$ cat src/rtl/alu_pkg.sv
// alu_pkg: opcode encodings, execution-unit selects and flag bit positions shared by the ALU pipe.
package alu_pkg;
  localparam logic [4:0] OP_ADD  = 5'b00_000;
  localparam logic [4:0] OP_SUB  = 5'b00_001;
  localparam logic [4:0] OP_INC  = 5'b00_010;
  localparam logic [4:0] OP_DEC  = 5'b00_011;
  localparam logic [4:0] OP_MUL  = 5'b00_100;
  localparam logic [4:0] OP_AND  = 5'b01_000;
  localparam logic [4:0] OP_OR   = 5'b01_001;
  localparam logic [4:0] OP_XOR  = 5'b01_010;
  localparam logic [4:0] OP_NAND = 5'b01_011;
  localparam logic [4:0] OP_NOR  = 5'b01_100;
  localparam logic [4:0] OP_ANDN = 5'b01_101;
  localparam logic [4:0] OP_XNOR = 5'b01_110;
  localparam logic [4:0] OP_SLL  = 5'b10_000;
  localparam logic [4:0] OP_SRL  = 5'b10_001;
  localparam logic [4:0] OP_SRA  = 5'b10_010;
  localparam logic [1:0] UNIT_ARITH   = 2'b00;
  localparam logic [1:0] UNIT_LOGIC   = 2'b01;
  localparam logic [1:0] UNIT_SHIFT   = 2'b10;
  localparam logic [1:0] UNIT_ILLEGAL = 2'b11;
  localparam int FLAG_CARRY   = 0;
  localparam int FLAG_ZERO    = 1;
  localparam int FLAG_NEG     = 2;
  localparam int FLAG_ILLEGAL = 3;
endpackage

$ cat src/rtl/alu.sv
// alu: combinational arithmetic/logic/shift unit; carry_out is the carry for add/inc and the borrow for sub/dec.
module alu
  import alu_pkg::*;
#(
  parameter int DATA_WIDTH = 32,
  parameter int SHIFT_BITS = $clog2(DATA_WIDTH)
) (
  input  logic [DATA_WIDTH-1:0]   a,
  input  logic [DATA_WIDTH-1:0]   b,
  input  logic [4:0]              opcode,
  input  logic [SHIFT_BITS-1:0]   shift,
  output logic [DATA_WIDTH-1:0]   result,
  output logic [2*DATA_WIDTH-1:0] mult,
  output logic                    carry_out,
  output logic                    illegal
);
  localparam int W = DATA_WIDTH;
  logic [1:0] unit;
  logic [W:0] sum;
  logic [W-1:0] logic_res, shift_res;
  logic signed [W-1:0] sra_res;
  always_comb begin
    unit = opcode[4:3];
    sum = opcode == OP_ADD ? {1'b0, a} + {1'b0, b} :
          opcode == OP_SUB ? {1'b0, a} - {1'b0, b} :
          opcode == OP_INC ? {1'b0, a} + (W+1)'(1) :
          opcode == OP_DEC ? {1'b0, a} - (W+1)'(1) : '0;
    mult = opcode == OP_MUL ? {{W{1'b0}}, a} * {{W{1'b0}}, b} : '0;
    logic_res = opcode == OP_AND  ? a & b :
                opcode == OP_OR   ? a | b :
                opcode == OP_XOR  ? a ^ b :
                opcode == OP_NAND ? ~(a & b) :
                opcode == OP_NOR  ? ~(a | b) :
                opcode == OP_ANDN ? a & ~b :
                opcode == OP_XNOR ? ~(a ^ b) : '0;
    // kept in its own signed variable so the arithmetic shift is not turned logical by unsigned context
    sra_res = $signed(a) >>> shift;
    shift_res = opcode == OP_SLL ? a << shift :
                opcode == OP_SRL ? a >> shift :
                opcode == OP_SRA ? sra_res : '0;
    result = unit == UNIT_ARITH ? (opcode == OP_MUL ? mult[W-1:0] : sum[W-1:0]) :
             unit == UNIT_LOGIC ? logic_res :
             unit == UNIT_SHIFT ? shift_res : '0;
    carry_out = sum[W];
    illegal = unit == UNIT_ILLEGAL;
  end
endmodule

$ cat src/rtl/alu_exec_pipe.sv
// alu_exec_pipe: ALU feeding a DEPTH-entry result FIFO with registered head outputs.
// Optional ALU_EXEC_PIPE_STATS_EN adds saturating stat_ops / stat_carry counters.
module alu_exec_pipe
  import alu_pkg::*;
#(
  parameter int DATA_WIDTH = 32,
  parameter int SHIFT_BITS = $clog2(DATA_WIDTH),
  parameter int DEPTH = 4
) (
  input  logic                    clk,
  input  logic                    rst_n,
  input  logic                    in_valid,
  output logic                    in_ready,
  input  logic [DATA_WIDTH-1:0]   in_a,
  input  logic [DATA_WIDTH-1:0]   in_b,
  input  logic [4:0]              in_opcode,
  input  logic [SHIFT_BITS-1:0]   in_shift,
  output logic                    out_valid,
  input  logic                    out_ready,
  output logic [DATA_WIDTH-1:0]   out_result,
  output logic [2*DATA_WIDTH-1:0] out_mult,
  output logic [3:0]              out_flags
`ifdef ALU_EXEC_PIPE_STATS_EN
  ,
  output logic [31:0]             stat_ops,
  output logic [31:0]             stat_carry
`endif
);
  localparam int W = DATA_WIDTH;
  localparam int PW = $clog2(DEPTH);
  localparam int CW = PW + 1;
  localparam logic [CW-1:0] FULL = CW'(DEPTH);
  logic [W-1:0] alu_result;
  logic [2*W-1:0] alu_mult;
  logic alu_carry, alu_illegal, arith_op, is_mul, push, pop, bypass;
  logic [3:0] new_flags;
  logic [PW-1:0] rd, wr, rd_next, wr_next;
  logic [CW-1:0] count, count_next;
  logic [W-1:0] mem_result [DEPTH];
  logic [2*W-1:0] mem_mult [DEPTH];
  logic [3:0] mem_flags [DEPTH];

  alu #(.DATA_WIDTH(W), .SHIFT_BITS(SHIFT_BITS)) u_alu (
    .a(in_a), .b(in_b), .opcode(in_opcode), .shift(in_shift),
    .result(alu_result), .mult(alu_mult), .carry_out(alu_carry), .illegal(alu_illegal)
  );

  assign in_ready = count < FULL;
  assign out_valid = count != '0;

  always_comb begin
    arith_op = in_opcode[4:2] == 3'b000;
    is_mul = in_opcode == OP_MUL;
    new_flags[FLAG_ILLEGAL] = alu_illegal;
    new_flags[FLAG_NEG] = is_mul ? alu_mult[2*W-1] : alu_result[W-1];
    new_flags[FLAG_ZERO] = is_mul ? alu_mult == '0 : alu_result == '0;
    new_flags[FLAG_CARRY] = arith_op & alu_carry;
    push = in_valid & in_ready;
    pop = out_valid & out_ready;
    rd_next = pop ? rd + PW'(1) : rd;
    wr_next = push ? wr + PW'(1) : wr;
    count_next = count + CW'(push) - CW'(pop);
    // the new head is the entry being written this edge when the read pointer lands on the write slot
    bypass = push && rd_next == wr;
  end

  always_ff @(posedge clk) begin
    if (push) begin
      mem_result[wr] <= alu_result;
      mem_mult[wr] <= alu_mult;
      mem_flags[wr] <= new_flags;
    end
  end

  always_ff @(posedge clk or negedge rst_n) begin
    if (!rst_n) begin
      rd <= '0;
      wr <= '0;
      count <= '0;
      out_result <= '0;
      out_mult <= '0;
      out_flags <= '0;
`ifdef ALU_EXEC_PIPE_STATS_EN
      stat_ops <= '0;
      stat_carry <= '0;
`endif
    end else begin
      rd <= rd_next;
      wr <= wr_next;
      count <= count_next;
      if (count_next != '0) begin
        out_result <= bypass ? alu_result : mem_result[rd_next];
        out_mult <= bypass ? alu_mult : mem_mult[rd_next];
        out_flags <= bypass ? new_flags : mem_flags[rd_next];
      end
`ifdef ALU_EXEC_PIPE_STATS_EN
      if (push && stat_ops != '1) stat_ops <= stat_ops + 32'd1;
      if (push && new_flags[FLAG_CARRY] && stat_carry != '1) stat_carry <= stat_carry + 32'd1;
`endif
    end
  end
endmodule
$ cat config.mk
export PLATFORM = sky130hd
export DESIGN_NAME = alu_exec_pipe
export DESIGN_NICKNAME = d
export VERILOG_FILES = /design/src/rtl/alu_pkg.sv /design/src/rtl/alu.sv /design/src/rtl/alu_exec_pipe.sv
export SDC_FILE = /design/constraint.sdc
export NUM_CORES = 2
export LEC_CHECK = 0
export CORE_ASPECT_RATIO = 0.7
export CORE_MARGIN = 8
export CORE_UTILIZATION = 59
export CTS_CLUSTER_DIAMETER = 150
export CTS_CLUSTER_SIZE = 28
export DETAILED_ROUTE_END_ITERATION = 16
export PLACE_DENSITY = 0.82
export SLEW_MARGIN = 25
export SYNTH_ARGS = -nofsm -noshare
export SYNTH_HDL_FRONTEND = slang
export SYNTH_SLANG_ARGS = --single-unit
$ cat constraint.sdc
create_clock -name clk -period 3.5 [get_ports clk]
set_input_delay 0.35 -clock clk [delete_from_list [all_inputs] [get_ports clk]]
set_output_delay 0.35 -clock clk [all_outputs]
set_load 0.01 [all_outputs]
==> results.cfg, run 1 <==
[floorplan]
fp.dieW_um = 414
fp-row-count = 102
initial_core_util = 0.592
die_y_um = 294
ios = 180

[outcome]
lastStage = global routing
tool.error = [ERROR GRT-0232] Routing congestion too high. Check the congestion heatmap in the GUI.
status = did not finish

[synthesis]
avgSynthCellArea_um2 = 9.38
ys_types = 101
syn-cell-area_um2 = 65300
synth_edf_count = 400
async_flop_share = 0.211
yosysSeqAreaShare = 0.225
synth-main-ff-cell = edfxtp_1
ys_seq_elements = 507
yosys_warnings = 0
syn_inst = 6966
syn_nets = 8312

[global_route]
grt.total_usage = 0.727
overflow = 364
grt_max_degree = 89

[cts]
cts.sinks = 507
cts_max_level = 1
cts_root_buf = clkbuf_16
cts_inserted_buffers = 22
clockBufferDepth = 3

[placement]
place_hpwl_mm = 258
portBuffers = 179
place_congestion = 1.14

[timing]
endpoint_type = register data pin
grt_worst_setup_endpoint = out_flags[1]$_DFFE_PN0P_/D
==> through the flow <==
step | setup TNS (ps) | instance area (µm²) | instances | setup slack, ps | utilization
after floorplan | -1334630 | 66300 | 6966 | -4520 | -
after global placement | -1958120 | 81800 | 9829 | -5900 | 0.742
after detailed placement | -2033380 | 81800 | 9829 | -6070 | 0.742
after CTS | -1482850 | 87000 | 10067 | -4630 | 0.789
==> logic make-up after synthesis <==
| group | count (synthesis) | synth area share |
|---|---|---|
| AND/OR/NAND/NOR | 2168 | 0.143 |
| multiplexers | 274 | 0.0702 |
| adder cells (fa/ha/maj) | 1268 | 0.346 |
| AO/OA/AOI/OAI | 1134 | 0.113 |
| XOR/XNOR | 103 | 0.0138 |
| buffers and inverters | 1512 | 0.0887 |
| flip-flops | 507 | 0.225 |
==> timing repair <==
item,in CTS
buffers inserted,189
gates resized for setup,820
pin swaps,300
gates cloned,13
hold endpoints to repair,32
hold buffers,1
endpoints found under the setup margin,474
==> cell usage after synthesis (16+ instances only) <==
cell type	count	share of area
nand2_1	700	0.040
or4_1	16	0.0018
ha_1	370	0.071
and3_1	27	0.0026
inv_1	1005	0.058
mux2i_1	102	0.016
xor2_1	19	0.0025
nor2b_1	24	0.0023
nor3_1	99	0.0076
o221ai_1	24	0.0032
a21oi_1	392	0.030
o211ai_1	46	0.0053
a211oi_1	55	0.0063
xnor2_1	84	0.011
a31oi_1	43	0.0041
a221oi_1	35	0.0047
nand4_1	64	0.0061
nor2_1	969	0.056
or3_1	25	0.0024
nor4_1	39	0.0037
clkbuf_1	316	0.018
nand3_1	74	0.0057
clkinv_1	21	0.0012
o21ai_1	17	0.0013
buf_2	43	0.0033
o22ai_1	30	0.0029
and2_1	26	0.0025
mux4_2	144	0.050
dfrtp_1	107	0.041
o21bai_1	18	0.0021
nand2b_1	34	0.0033
a21o_1	37	0.0043
mux2_2	23	0.0040
o31ai_1	26	0.0030
fa_1	898	0.28
o21a_1	18	0.0021
edfxtp_1	400	0.18
o2111ai_1	18	0.0024
buf_1	106	0.0061
o21ai_0	171	0.013
==> routing by layer <==
layer / global-route usage / overflow
met1: 0.784 / 52
met4: 0.575 / 115
met3: 0.616 / 52
met2: 0.854 / 136
met5: 0.387 / 9
==> run 2: changes to the inputs <==
--- a/config.mk
+++ b/config.mk
@@ -5,13 +5,10 @@
 export SDC_FILE = /design/constraint.sdc
 export NUM_CORES = 2
 export LEC_CHECK = 0
-export CORE_ASPECT_RATIO = 0.7
 export CORE_MARGIN = 8
-export CORE_UTILIZATION = 59
-export CTS_CLUSTER_DIAMETER = 150
-export CTS_CLUSTER_SIZE = 28
+export CORE_UTILIZATION = 40
 export DETAILED_ROUTE_END_ITERATION = 16
-export PLACE_DENSITY = 0.82
+export PLACE_DENSITY_LB_ADDON = 0.15
 export SLEW_MARGIN = 25
 export SYNTH_ARGS = -nofsm -noshare
 export SYNTH_HDL_FRONTEND = slang
==> constraint.sdc (replaced) <==
create_clock -name clk -period 4.5 [get_ports clk]
set_input_delay 0.45 -clock clk [delete_from_list [all_inputs] [get_ports clk]]
set_output_delay 0.45 -clock clk [all_outputs]
set_load 0.01 [all_outputs]
==> results.cfg, run 2 <==
[outcome]
status = finished, violations left
failed_checks = setup timing

[floorplan]
fp.dieW_um = 420
coreArea_um2 = 162000
dieArea_um2 = 177000
initial_core_util = 0.402
fp-row-count = 148
ios = 180
die_y_um = 420

[setup_path]
cp.required_ps = 5030
crit_buf_inv = 8
r2r_cells = 9
crit_type = input pin to register
critPathMaxFanout = 5
cp.arrival_ps = 8870
crit_family = adder cells
critPathMaxStageDelay_ps = 620
worst_path_most_repeated_cell = fa_1
cp-start-kind = input pin
reg2reg_from = count[2]
end_kind = register
timing.rr.end = out_flags[3]
r2r_slack_ps = 720
cpMaxStageDelayCell = fa_2

[synthesis]
syn_inst = 6966
synth_edf_count = 400
avgSynthCellArea_um2 = 9.38
synth-main-ff-cell = edfxtp_1
synth.most_common_cell = inv_1
synth_top_area_frac = 0.275
yosys.area.top_type = fa_1
yosys_warnings = 0
syn-cell-area_um2 = 65300
ys_seq_elements = 507
synth.top_cells.by_count = inv_1 (1,005), nor2_1 (969), fa_1 (898)
yosysSeqAreaShare = 0.225
syn_nets = 8312
synth.area.top_cells = fa_1 (28%), edfxtp_1 (18%), ha_1 (7.1%)
async_flop_share = 0.211
ys_types = 101

[cts]
cts.sinks = 507
clock_latency_ps = 600
cts_max_level = 2
clk_pin_slew_ps = 60
clockBufferDepth = 3
cts_inserted_buffers = 47
cts_root_buf = clkbuf_16
tritoncts = yes

[timing]
rsz0062_at_grt = yes
period_minus_slack_ps = 8330
worstMarginPinSlew_ps = 1130
slew_headroom = 0.242
fin_tns_setup_ps = -1048650
final-hold-violation-count = 0
setup_ws_ps = -3830
setup_viol = 445
post-route-period-util = 1.85
clock.fmax_mhz = 120
finClkSkew_ps = 31.0
finalMaxSlewViolations = 0

[global_route]
overflow = 0
grt_pass1_vias = 63805
grt_pass1_wl_mm = 475
antenna_found_initial = 20
grt_max_degree = 105
grt.total_usage = 0.376

[final_layout]
layout.nets = 10037
top_regs = mem_mult: 256 flops, mem_result: 128 flops, out_mult: 64 flops
multi_input_area_um2 = 47900
final_common_cell = buf_4
regMostFlops = mem_mult
final_cell_mix = buf_4 (1,658), inv_1 (921), fa_1 (815)
post-route-util = 0.557
drive_above_1_share = 0.336
largest_reg_flops = 256
fillCellCount = 14729
area_growth_pct = 38.5
stdcell_count = 10917
final-seq-area_um2 = 14700

[placement]
portBuffers = 179
place_congestion = 1.07
dp_cells = 10573
place_hpwl_mm = 275
pre_cts_slack_ps = -5790

[route]
routed_wl_mm = 339
vias = 63421
drt_iter0_markers = 7470
dr.pass1.iters = 8
wire_per_inst_um = 31.1
viasPerCell = 5.81
ant_nets = 0
drc_errors = 0

[job]
timing.max_cap.violations = 0

[hold_path]
hold_class = input pin to asynchronous set/reset pin
[run 2: cells by family after synthesis]
kind of cell	count (synthesis)	share of synthesized area
adder cells (fa/ha/maj)	1268	0.346
flip-flops	507	0.225
multiplexers	274	0.0702
AND/OR/NAND/NOR	2168	0.143
buffers and inverters	1512	0.0887
XOR/XNOR	103	0.0138
AO/OA/AOI/OAI	1134	0.113
[run 2: area by class of cell]
cell class	count	area share
repair inverters	5	0.000512
flip-flops and latches	507	0.162
clock buffers	68	0.0143
diodes	12	0.000332
multi-input cells	4947	0.529
inverters	1034	0.0470
well taps	2175	0.0301
repair buffers	2149	0.214
clock inverters	20	0.00238
[run 2: how the worst max path moves through the flow]
stage,slack [ps],to,startpoint,cells past startpoint
2_1_floorplan,-3620,out_flags[1],in_a[22],32
3_3_place_gp,-5760,out_flags[1],in_a[19],31
3_5_place_dp,-5790,out_flags[1],in_a[19],31
4_1_cts,-3840,out_flags[1],in_a[15],32
5_1_grt,-3970,out_flags[1],in_a[19],32
6_report,-3830,out_flags[1],in_a[28],31
[run 2: through the flow]
step | hold slack, ps | area [µm²]
after floorplan | 154 | 66400
after global placement | 296 | 82800
after detailed placement | 295 | 82800
after CTS | 213 | 88400
after global routing | 239 | 90500
final | 230 | 90500
[run 2: repair_timing]
action | 4_1_cts | 5_1_grt
resized for setup | 769 | 409
endpoints found under the hold margin | 10 | 0
hold buffers | 1 | 0
buffers inserted | 149 | 85
endpoints found under the setup margin | 449 | 445
gates cloned | 20 | 5
pin swaps | 217 | 213
[run 2: per-layer routing]
layer | track usage | routed length (µm) | up-vias
li1 | - | - | 26701
met1 | 0.509 | 135000 | 32081
met2 | 0.558 | 142000 | 3773
met3 | 0.0880 | 36800 | 862
met4 | 0.208 | 25500 | 4
met5 | 0 | 30 | -
Power of run 2 is not shown: default switching activity piles up to over one toggle a cycle in this logic, so the estimate is an artifact.
